### config.mk
export PLATFORM = sky130hd
export DESIGN_NAME = chroma_upsampler
export DESIGN_NICKNAME = d
export VERILOG_FILES = /design/src/rtl/chroma_upsampler.sv
export SDC_FILE = /design/constraint.sdc
export NUM_CORES = 1
export LEC_CHECK = 0
export ABC_CLOCK_PERIOD_IN_PS = 15970
export BUFFER_PORTS_ARGS = -buffer_cell sky130_fd_sc_hd__buf_2
export CAP_MARGIN = 10
export CELL_PAD_IN_SITES_DETAIL_PLACEMENT = 1
export CELL_PAD_IN_SITES_GLOBAL_PLACEMENT = 2
export CORE_MARGIN = 4
export CORE_UTILIZATION = 43
export CTS_BUF_LIST = sky130_fd_sc_hd__clkbuf_16
export DETAILED_ROUTE_END_ITERATION = 7
export GPL_ROUTABILITY_DRIVEN = 1
export PLACE_DENSITY_LB_ADDON = 0.1
export SLEW_MARGIN = 20
export SYNTH_ARGS = -nofsm -noshare
export SYNTH_HDL_FRONTEND = slang
export SYNTH_SLANG_ARGS = --single-unit
### constraint.sdc
create_clock -name clk -period 15.97 [get_ports clk]
set_input_delay 0.7985 -clock clk [delete_from_list [all_inputs] [get_ports clk]]
set_output_delay 0.7985 -clock clk [all_outputs]
set_load 0.03 [all_outputs]
### src/rtl/chroma_upsampler.sv
// chroma_upsampler: reads 2:1 horizontally decimated chroma rows (two 8-bit
// samples per word), rebuilds full-rate chroma with a 6-tap symmetric
// interpolation FIR and writes one output word (even, odd sample) per cycle.
// A six-sample window c[k-2..k+3] slides one sample per output; the sample
// entering the window is taken straight from R_data (high byte) or from a
// holding register (low byte), so reads run one word ahead of the window.
module chroma_upsampler #(
  parameter int ROW_PIX = 320,
  parameter int ROWS    = 240,
  parameter int AW      = 18,
  parameter int RD_BASE = 0,
  parameter int WR_BASE = 'h10000
) (
  input  logic          clk,
  input  logic          rst,
  input  logic          clear,
  input  logic          start,
  output logic [AW-1:0] Raddr,
  input  logic [15:0]   R_data,
  output logic [AW-1:0] Waddr,
  output logic [15:0]   W_data,
  output logic          Wrenb,
  output logic          done
);

  localparam int L   = ROW_PIX / 2;   // decimated samples per row
  localparam int WPR = ROW_PIX / 4;   // input words per row
  localparam int KW  = $clog2(ROW_PIX);
  localparam int RW  = (ROWS > 1) ? $clog2(ROWS) : 1;

  typedef enum logic [2:0] {
    S_IDLE, S_PRIME, S_RUN, S_DRAIN, S_ROW_END, S_DONE
  } state_t;

  state_t state_reg, state_next;

  logic [AW-1:0] raddr_reg, waddr_reg, wr_off;
  logic [15:0]   wdata_reg, hold_reg;
  logic          wrenb_reg;
  logic [KW-1:0] rd_word, k_cnt;
  logic [RW-1:0] row_cnt;
  logic [1:0]    prime_cnt;
  logic [7:0]    win [0:5];

  logic signed [19:0] s05, s14, s23, acc, shr;
  logic [7:0]         filt, in_sample;

  assign Raddr  = raddr_reg;
  assign Waddr  = waddr_reg;
  assign W_data = wdata_reg;
  assign Wrenb  = wrenb_reg;

  // FSM state register; clear behaves like reset on the next edge
  always_ff @(posedge clk or posedge rst) begin
    if (rst)        state_reg <= S_IDLE;
    else if (clear) state_reg <= S_IDLE;
    else            state_reg <= state_next;
  end

  // FSM next-state: three priming cycles, then one output per cycle per row
  always_comb begin
    state_next = state_reg;
    case (state_reg)
      S_IDLE:    if (start) state_next = S_PRIME;
      S_PRIME:   if (prime_cnt == 2'd2) state_next = S_RUN;
      S_RUN:     if (k_cnt == KW'(L - 5)) state_next = S_DRAIN;
      S_DRAIN:   if (k_cnt == KW'(L - 1)) state_next = S_ROW_END;
      S_ROW_END: state_next = (row_cnt == RW'(ROWS - 1)) ? S_DONE : S_PRIME;
      S_DONE:    state_next = S_IDLE;
      default:   state_next = S_IDLE;
    endcase
  end

  // FSM outputs: done follows the cycle holding the final write
  always_comb begin
    done = 1'b0;
    if (state_reg == S_DONE) done = 1'b1;
  end

  // FIR on the current window plus selection of the sample entering it;
  // once c[k+4] would pass the row end the last sample is replicated
  always_comb begin
    s05 = $signed({12'd0, win[0]}) + $signed({12'd0, win[5]});
    s14 = $signed({12'd0, win[1]}) + $signed({12'd0, win[4]});
    s23 = $signed({12'd0, win[2]}) + $signed({12'd0, win[3]});
    acc = 20'sd21 * s05 - 20'sd52 * s14 + 20'sd159 * s23 + 20'sd128;
    shr = acc >>> 8;
    if (shr < 20'sd0)        filt = 8'd0;
    else if (shr > 20'sd255) filt = 8'hff;
    else                     filt = shr[7:0];
    if (state_reg == S_RUN) in_sample = k_cnt[0] ? hold_reg[7:0] : R_data[15:8];
    else                    in_sample = win[5];
  end

  // Datapath: read addressing, window shifting and registered write port
  always_ff @(posedge clk or posedge rst) begin
    if (rst) begin
      raddr_reg <= '0; waddr_reg <= '0; wdata_reg <= '0; wrenb_reg <= 1'b0;
      wr_off    <= '0; hold_reg  <= '0; rd_word   <= '0; k_cnt     <= '0;
      row_cnt   <= '0; prime_cnt <= '0;
      for (int i = 0; i < 6; i++) win[i] <= '0;
    end else if (clear) begin
      raddr_reg <= '0; waddr_reg <= '0; wdata_reg <= '0; wrenb_reg <= 1'b0;
      wr_off    <= '0; hold_reg  <= '0; rd_word   <= '0; k_cnt     <= '0;
      row_cnt   <= '0; prime_cnt <= '0;
      for (int i = 0; i < 6; i++) win[i] <= '0;
    end else begin
      wrenb_reg <= 1'b0;
      case (state_reg)
        S_IDLE: begin
          if (start) begin
            raddr_reg <= AW'(RD_BASE);
            row_cnt   <= '0;
            wr_off    <= '0;
          end
        end
        S_PRIME: begin
          prime_cnt <= prime_cnt + 2'd1;
          if (prime_cnt == 2'd0) begin
            raddr_reg <= raddr_reg + AW'(1);
          end else if (prime_cnt == 2'd1) begin
            // word 0 arrives; word 2 is requested so it lands during k=0
            hold_reg  <= R_data;
            raddr_reg <= raddr_reg + AW'(1);
            rd_word   <= KW'(2);
          end else begin
            // word 1 arrives: window {c0,c0,c0,c1,c2,c3}
            win[0]    <= hold_reg[15:8];
            win[1]    <= hold_reg[15:8];
            win[2]    <= hold_reg[15:8];
            win[3]    <= hold_reg[7:0];
            win[4]    <= R_data[15:8];
            win[5]    <= R_data[7:0];
            prime_cnt <= '0;
            k_cnt     <= '0;
          end
        end
        S_RUN, S_DRAIN: begin
          wrenb_reg <= 1'b1;
          waddr_reg <= AW'(WR_BASE) + wr_off;
          wdata_reg <= {win[2], filt};
          wr_off    <= wr_off + AW'(1);
          for (int i = 0; i < 5; i++) win[i] <= win[i + 1];
          win[5]    <= in_sample;
          k_cnt     <= k_cnt + KW'(1);
          // even k consumes a fresh word's high byte; keep its low byte
          // and move the read pointer on, never past the row's last word
          if (!k_cnt[0]) begin
            hold_reg <= R_data;
            if (rd_word != KW'(WPR - 1)) begin
              rd_word   <= rd_word + KW'(1);
              raddr_reg <= raddr_reg + AW'(1);
            end
          end
        end
        S_ROW_END: begin
          // rows are contiguous in memory, so the next row starts one past
          if (row_cnt != RW'(ROWS - 1)) begin
            row_cnt   <= row_cnt + RW'(1);
            raddr_reg <= raddr_reg + AW'(1);
          end
        end
        default: ;
      endcase
    end
  end

endmodule

# ---- Word-level counts from Yosys, hierarchy flattened
# Index checks and enable logic that the tools add are counted.
# Widths: inputs -> output; s select.
dict set report totals {
  inputBits 20
  word_cells 131
  output_inout_bits 54
  ff_bits 166
}
dict set report op_classes {
  n_reduce_logical 17
  mul 3
  eq_ne 24
  muxes 55
  add_sub_neg 13
  order_cmp 2
}
# operator n
set op_table {}
lappend op_table {{$mux 18} 10}
lappend op_table {{$mux 48} 3}
lappend op_table {{$mux 16} 6}
lappend op_table {{$pmux 48 s2} 1}
lappend op_table {{$mux 9} 8}
lappend op_table {{$pmux 18 s4} 1}
lappend op_table {{$mux 8} 7}
lappend op_table {{$add 18x1->18 const B} 2}
lappend op_table {{$pmux 18 s2} 1}
lappend op_table {{$pmux 9 s2} 2}
lappend op_table {{$ne 3x3->1 const B} 11}
lappend op_table {{$pmux 16 s2} 1}
lappend op_table {{$add 8x8->9} 3}
lappend op_table {{$add 19x9->20 const B} 1}
lappend op_table {{$add 16x18->19} 1}
lappend op_table {{$add 17x18->18 const A} 1}
lappend op_table {{$add 9x1->9 const B} 2}
lappend op_table {{$eq 9x8->1 const B} 2}
lappend op_table {{$mux 3} 6}
lappend op_table {{$mul 8x9->17 const A} 1}
lappend op_table {{$pmux 8 s2} 1}
lappend op_table {{$sub 14x15->16} 1}
lappend op_table {{$pmux 3 s5} 1}
lappend op_table {{$mul 5x9->14 const A} 1}
lappend op_table {{27 further kinds} 40}

# ---- Longest topological paths before layout
# Gate-level depths: netlist (run 1).
dict set report logic_depth {
  depth_word 10
  depth_mapped 36
}

# ---- Worst setup path before layout (run 1)
# No wires, ideal clock.
dict set report synth_path {
  kind {register -> register}
  from {reg win[9] in the netlist's numbering}
  to {reg wdata_reg[6], in the netlist W_data[6]}
  period_less_slack_ns 7.605
  t_arrival_ns 7.484
  required_ns 15.848
  n_path_buf 0
  slack_ns 8.365
  stages_incl_launch_ff 32
  path_cell_list {dfrtp_1 -> ha_1 -> a21o_1 -> a21oi_1 -> o21bai_1 -> a21oi_1 -> xnor2_1 -> inv_1 -> fa_1 -> inv_1 -> ha_1 -> a21oi_1 -> xnor2_1 -> ha_1 -> inv_1 -> fa_1 -> fa_1 -> inv_1 -> ha_1 -> or2_2 -> a21oi_1 -> a21oi_1 -> a211oi_1 -> xnor2_1 -> ha_1 -> ha_1 -> nor2b_1 -> o21ai_0 -> a31o_2 -> mux2_2 -> a31o_2 -> a32o_1}
}
dict set report synth_between {
  elab_chain_cells 10
  word_cells_on_any_way 11
}
# item line
set synth_rtl {}
lappend synth_rtl {{from (decl)} 43} ;# logic [7:0] win [0:5];
lappend synth_rtl {{$add 8x8->9 *} 84} ;# s14 = $signed({12'd0, win[1]}) + $signed({12'd0, win[4]});
lappend synth_rtl {{$mul 4x9->13 *} 86} ;# acc = 20'sd21 * s05 - 20'sd52 * s14 + 20'sd159 * s23 + 20'sd128;
lappend synth_rtl {{$sub 14x15->16 *} 86}
lappend synth_rtl {{$add 16x18->19 *} 86}
lappend synth_rtl {{$add 19x9->20 *} 86}
lappend synth_rtl {{$gt 12x9->1} 89} ;# else if (shr > 20'sd255) filt = 8'hff;
lappend synth_rtl {{$mux 8} 89}
lappend synth_rtl {{$mux 8 *} 88} ;# if (shr < 20'sd0) filt = 8'd0;
lappend synth_rtl {{$mux 16 *} 109} ;# case (state_reg)
lappend synth_rtl {{$mux 16 *} 102} ;# end else if (clear) begin
lappend synth_rtl {{to (signal assigned)} 141} ;# wdata_reg <= {win[2], filt};
lappend synth_rtl {{to (decl)} 38} ;# logic [15:0] wdata_reg, hold_reg;
# Every way passes the cells marked *; elsewhere a longest branch is shown, timed or not. The select of a mux whose other input is x is not followed.
# A chain may end at the register's enable or synchronous reset.

# ---- Worst setup path after layout (run 1)
dict set report layout_path {
  from {reg win[9] in the netlist's numbering}
  to {reg wdata_reg[5], in the netlist W_data[5]}
}
# The elaborated chain is that of the path after synthesis.

==> flow_summary.toml, run 1 <==
[setup_path]
critical_path.most_common_cell = "ha_1"
worstSetupPathType = "reg -> reg"
crit_path_start_kind = "flop"
arrival_ns = 8.64
crit_fanout = 8
r2r-end = "W_data[5]"
r2r-start = "win[9]"
r2r_cells = 31
critical_path.max_stage_delay_ns = 0.57
slowest_stage = "xnor2_1"
cp_data_required_time_ns = 16.34
reg2reg_slack_ns = 7.70
end_kind = "flop"

[global_routing]
grt_pass1_wl_um = 56100
overflow = 0
grt_usage = 0.207
antenna_found_initial = 0
first_global_vias = 10800
grt_max_degree = 97

[placement]
postPlaceCellArea_um2 = 13500
hpwl_um = 24900
port-buffer-count = 73
gp_congestion = 0.797

[layout]
syn_to_final_growth_pct = 10.3
nets = 1685
n_antenna_cell = 0
largest_reg_flops = 48
drive_above_1_share = 0.0966
top_register = "win"
final_area_um2 = 14100

[floorplan]
rows = 62
ios = 74
die_y_um = 181
initial_utilization = 0.441
coreArea_um2 = 29000
dieWidth_um = 181
dieArea_um2 = 32600

[drt]
finalWirelength_um = 32600
routedWlPerCell_um = 17.6
avgViaCountPerCell = 5.40
via_count = 10000
remaining_drc_errors = 0
drt-initial-drc-count = 396
drtPass1Iterations = 4
ant_nets = 0

[yosys]
syn_area_per_cell_um2 = 9.09
ys_ff_latch = 166
synthTopCellsByArea = "dfrtp_1, ha_1, fa_1"
syn_nets = 1636
synth_most_common_cell = "inv_1"
yosys.area.top_type = "dfrtp_1"
synth_top_cell_area_share = 0.324
yosysWarnings = 0
synthesis.area_um2 = 12800
synthArstFlopShare = 1.00
synth_commonest_cells = "inv_1, dfrtp_1, ha_1, nand2_1, a21oi_1"
synthCells = 1409
synth_seq_area_share = 0.324
ys.flop_type = "dfrtp_1"
ys_types = 65
synth-edff-count = 0

[clocking]
clk_path_buf_depth = 2
cts_root_buffer = "clkbuf_16"
clock_latency_ns = 0.43
cts.sinks = 166
cts-htree-levels = 4
cts-resized-gates = 0
cts_hold_buf = 0
post_cts_buffers = 0
cts_buffers = 17
cts_tree = "yes"
clkTransAtPathRegs_ns = 0.07

[sta]
tightest_slew_ns = 0.919
fmax_mhz = 121
timing.final.max_slew_violations = 0
slew_headroom = 0.387
hold_viol_final = 0
rsz0062_at_grt = "no"
post-route-min-period_ns = 8.27
skew_ns = 0.0122
tns_ns = 0
fin_crit_sh = 0.518
finalSetupViolations = 0

[outcome]
status = "finished clean"

[worst_hold_path]
whs_path_depth = 2
hold_class = "reg -> reg"
min_from = "win[42]"
holdPathEnd = "win[42]"

[job]
cap_viol_max_count = 0
==> final cells by class <==
| class | instances | area (µm²) |
|---|---|---|
| Multi-Input combinational cell | 1019 | 7790 |
| Clock buffer | 17 | 425 |
| Inverter | 170 | 643 |
| Tap cell | 384 | 480 |
| Timing Repair Buffer | 84 | 450 |
| Clock inverter | 14 | 184 |
| Fill cell | 3395 | 14900 |
| Sequential cell | 166 | 4150 |
==> metal layers <==
layer	routed length, µm	global-route usage	vias up
li1	-	-	4885
met2	16300	0.372	83
met5	0	0	-
met4	347	0.0390	0
met1	15300	0.273	5015
met3	607	0.0238	20
==> worst max-delay path by stage <==
| stage | start | to | slack [ns] |
|---|---|---|---|
| floorplan | win[9] | W_data[6] | 8.36 |
| global placement | win[9] | W_data[6] | 7.86 |
| detailed placement | win[9] | W_data[7] | 7.62 |
| CTS | win[9] | W_data[5] | 7.59 |
| global route | win[8] | W_data[5] | 7.04 |
| finish | win[9] | W_data[5] | 7.70 |
==> worst max-delay path: cells and delay by family (launching register included) <==
| family | cells | cell delay [ns] |
|---|---|---|
| fa+ha+maj | 9 | 3.50 |
| compound gates | 12 | 2.61 |
| xor+xnor | 4 | 0.97 |
| simple gates | 2 | 0.44 |
| flops | 1 | 0.43 |
| buf+inv | 4 | 0.23 |
==> through the flow <==
step / setup slack (ns) / hold slack (ns) / cells / utilization
floorplan: 8.36 / 0.452 / 1409 / -
global placement: 7.86 / 0.465 / 1823 / 0.466
detailed placement: 7.62 / 0.478 / 1823 / 0.466
CTS: 7.59 / 0.493 / 1854 / 0.487
global route: 7.04 / 0.507 / 1854 / 0.487
finish: 7.70 / 0.486 / 1854 / 0.487
==> layout by cell type, fill, tap and decap left out, types with 4 or more instances in the layout <==
master | Yosys | layout
a211oi_1 | 7 | 7
a21o_1 | 17 | 17
a21oi_1 | 107 | 106
a22o_1 | 4 | 4
a22oi_1 | 20 | 20
a31oi_1 | 4 | 4
a32o_1 | 8 | 8
and2_1 | 11 | 11
and3_1 | 17 | 17
buf_2 | 2 | 72
buf_4 | 0 | 12
bufinv_16 | 0 | 4
clkbuf_16 | 0 | 17
dfrtp_1 | 166 | 166
fa_1 | 48 | 48
ha_1 | 159 | 159
inv_1 | 170 | 170
mux2i_1 | 25 | 25
nand2_1 | 142 | 142
nand2b_1 | 15 | 14
nand3_1 | 31 | 31
nand4_1 | 12 | 12
nor2_1 | 95 | 94
nor2b_1 | 7 | 6
nor3_1 | 15 | 15
o21a_1 | 7 | 7
o21ai_0 | 73 | 73
o21bai_1 | 19 | 19
o31ai_1 | 32 | 32
or2_2 | 7 | 7
or3_1 | 7 | 7
xnor2_1 | 57 | 57
xor2_1 | 28 | 28
==> cells by family (layout without fill, tap and decap cells) <==
| family | count (synthesis) | after routing | share of synthesized area |
|---|---|---|---|
| DFF | 166 | 166 | 0.324 |
| muxes | 26 | 26 | 0.0204 |
| adders and majority gates | 207 | 207 | 0.230 |
| and+or+nand+nor | 375 | 375 | 0.137 |
| buffers and inverters | 224 | 285 | 0.0688 |
| AOI/OAI and AO/OA | 324 | 324 | 0.158 |
| xor gates and xnor gates | 87 | 87 | 0.0607 |
Power of run 1 is not shown: default switching activity piles up to over one toggle a cycle in this logic, so the estimate is an artifact.
==> run 2, diff against run 1 <==
ABC_AREA = 1   (was not set)
ABC_CLOCK_PERIOD_IN_PS = 7270   (was 15970)
CORE_UTILIZATION = 34   (was 43)
clock period = 7.27 ns   (was 15.97 ns; I/O delays follow)
==> run 2 against run 1 <==
Non-clock buffer count increased by 91. Global-route usage decreased by 1.7 points. Synthesized cell count increased by 18%. Critical endpoint is now W_data[6]. Highest routed layer unchanged. Area after synthesis increased by 3.6%. Largest cell class unchanged. Utilization decreased by 7.0 points.
==> flow_summary.toml, run 2 <==
[yosys]
synth-edff-count = 0
ys_types = 54
synthTopCellsByArea = "dfrtp_1, ha_1, nand2_1"
synthesis.area_um2 = 13300
synth_commonest_cells = "nand2_1, inv_1, dfrtp_1, ha_1, o21ai_0"
synth_most_common_cell = "nand2_1"
yosysWarnings = 0
ys.flop_type = "dfrtp_1"
ys_ff_latch = 166
synth_seq_area_share = 0.313
synth_top_cell_area_share = 0.313
yosys.area.top_type = "dfrtp_1"
syn_area_per_cell_um2 = 8.01
synthArstFlopShare = 1.00
synthCells = 1656
syn_nets = 1883

[sta]
tightest_slew_ns = 0.874
post-route-min-period_ns = 6.92
timing.final.max_slew_violations = 0
fin_crit_sh = 0.952
fmax_mhz = 145
skew_ns = 0.0130
finalSetupViolations = 0
hold_viol_final = 0
slew_headroom = 0.415

[setup_path]
r2r_cells = 33
cp_top_family = "adder cells"
worstSetupPathType = "reg -> reg"
r2r-end = "W_data[6]"
slowest_stage = "fa_1"
cp_data_required_time_ns = 7.61
crit_path_start_kind = "flop"
worst-path-buf-inv = 7
reg2reg_slack_ns = 0.35
critical_path.max_stage_delay_ns = 0.54
arrival_ns = 7.26
r2r-start = "win[32]"
end_kind = "flop"
crit_fanout = 4

[drt]
drt-initial-drc-count = 367
ant_nets = 0
remaining_drc_errors = 0
via_count = 11500
routedWlPerCell_um = 16.9
avgViaCountPerCell = 4.92
drtPass1Iterations = 4
finalWirelength_um = 39500

[floorplan]
coreArea_um2 = 38600
dieArea_um2 = 42200
rows = 72
die_y_um = 206
ios = 74
initial_utilization = 0.343
dieWidth_um = 206

[global_routing]
overflow = 0
antenna_found_initial = 0
grt_max_degree = 60
grt_pass1_wl_um = 64100
grt_usage = 0.190
first_global_vias = 12300

[clocking]
clk_path_buf_depth = 2
cts_root_buffer = "clkbuf_16"
cts.sinks = 166
clock_latency_ns = 0.45
cts-htree-levels = 4
cts_tree = "yes"
cts_buffers = 17
clkTransAtPathRegs_ns = 0.07

[placement]
gp_congestion = 0.804
port-buffer-count = 73
hpwl_um = 30500
dp_cells = 2301

[layout]
syn_to_final_growth_pct = 21.3
nets = 2042
layout_common_cells = "nand2_1, inv_1, dfrtp_1"
mostFrequentLayoutCell = "nand2_1"
largest_reg_flops = 48
n_antenna_cell = 0
top_register = "win"
fin_cells = 2343
drive_above_1_share = 0.187

[worst_hold_path]
hold_class = "in -> reg"
min_from = "R_data[13]"
holdPathEnd = "win[13]"
whs_path_depth = 3

[job]
cap_viol_max_count = 0

[outcome]
status = "finished clean"
## run 2: cell types whose count changed in the layout (fill, tap and decap cells not counted), sizes merged, moves of 23 or more
cell   change
nand2    +199
inv      +124
buf       +90
nand3     +48
xnor2     -40
o21ai     +32
o31ai     -27
mux2i     -25
xor2      +23
## run 2: worst max-delay path by stage
stage	start	endpoint	slack [ns]	cells after the start
2_1_floorplan	win[8]	W_data[0]	0.19	42
3_3_place_gp	win[8]	W_data[5]	-0.15	42
3_5_place_dp	win[8]	W_data[6]	-0.37	42
4_1_cts	win[16]	W_data[0]	0.0009	37
5_1_grt	win[18]	W_data[2]	-0.05	39
6_report	win[32]	W_data[6]	0.35	33
## run 2: stage by stage
| step | utilization | hold slack [ns] | TNS (ns) | setup WS (ns) | area [µm²] |
|---|---|---|---|---|---|
| global route | 0.416 | 0.193 | -0.229 | -0.0458 | 16100 |
| global placement | 0.383 | 0.455 | -1.19 | -0.154 | 14800 |
| detailed placement | 0.383 | 0.459 | -2.88 | -0.373 | 14800 |
| finish | 0.416 | 0.194 | 0 | 0.352 | 16100 |
| CTS | 0.401 | 0.166 | 0 | 0.000916 | 15500 |
| floorplan | - | 0.453 | 0 | 0.191 | 13300 |
## run 2: worst reg2reg max path, delay by kind of cell, from the launching register on
kind | cells | cell delay (ns)
and+or+nand+nor | 8 | 0.78
AOI/OAI and AO/OA | 2 | 0.31
xor gates and xnor gates | 5 | 0.86
adders and majority gates | 11 | 3.83
DFF | 1 | 0.39
buffers and inverters | 7 | 0.66
## run 2: cells by family after synthesis
group,share of synthesized area
fa+ha+maj,0.222
xor+xnor,0.0462
compound gates,0.133
buf+inv,0.0960
flops,0.313
simple gates,0.189
## run 2: per-layer routing
metal  global-route usage  vias to the layer above  wire [µm]
met3               0.0247                       19        735
met1                0.258                     5698      19000
met5                    0                        -          0
met4               0.0356                        0        374
met2                0.327                       81      19400
li1                     -                     5719          -
## run 2: final cells by class
| type | instances | area, µm² |
|---|---|---|
| Clock inverter | 12 | 91.3 |
| Multi-Input combinational cell | 1160 | 8520 |
| Sequential cell | 166 | 4160 |
| Inverter | 295 | 1110 |
| Fill cell | 4635 | 22600 |
| Timing Repair Buffer | 175 | 1140 |
| Clock buffer | 17 | 425 |
| Tap cell | 518 | 648 |
## run 2: what timing repair did
action                     CTS  global route
setup endpoints to repair    8             8
hold buffers                 1             0
pin swaps                    7            65
setup buffers                1            11
resized for setup           32            96
hold endpoints to repair    52             0
Power of run 2 is left out for the same reason.
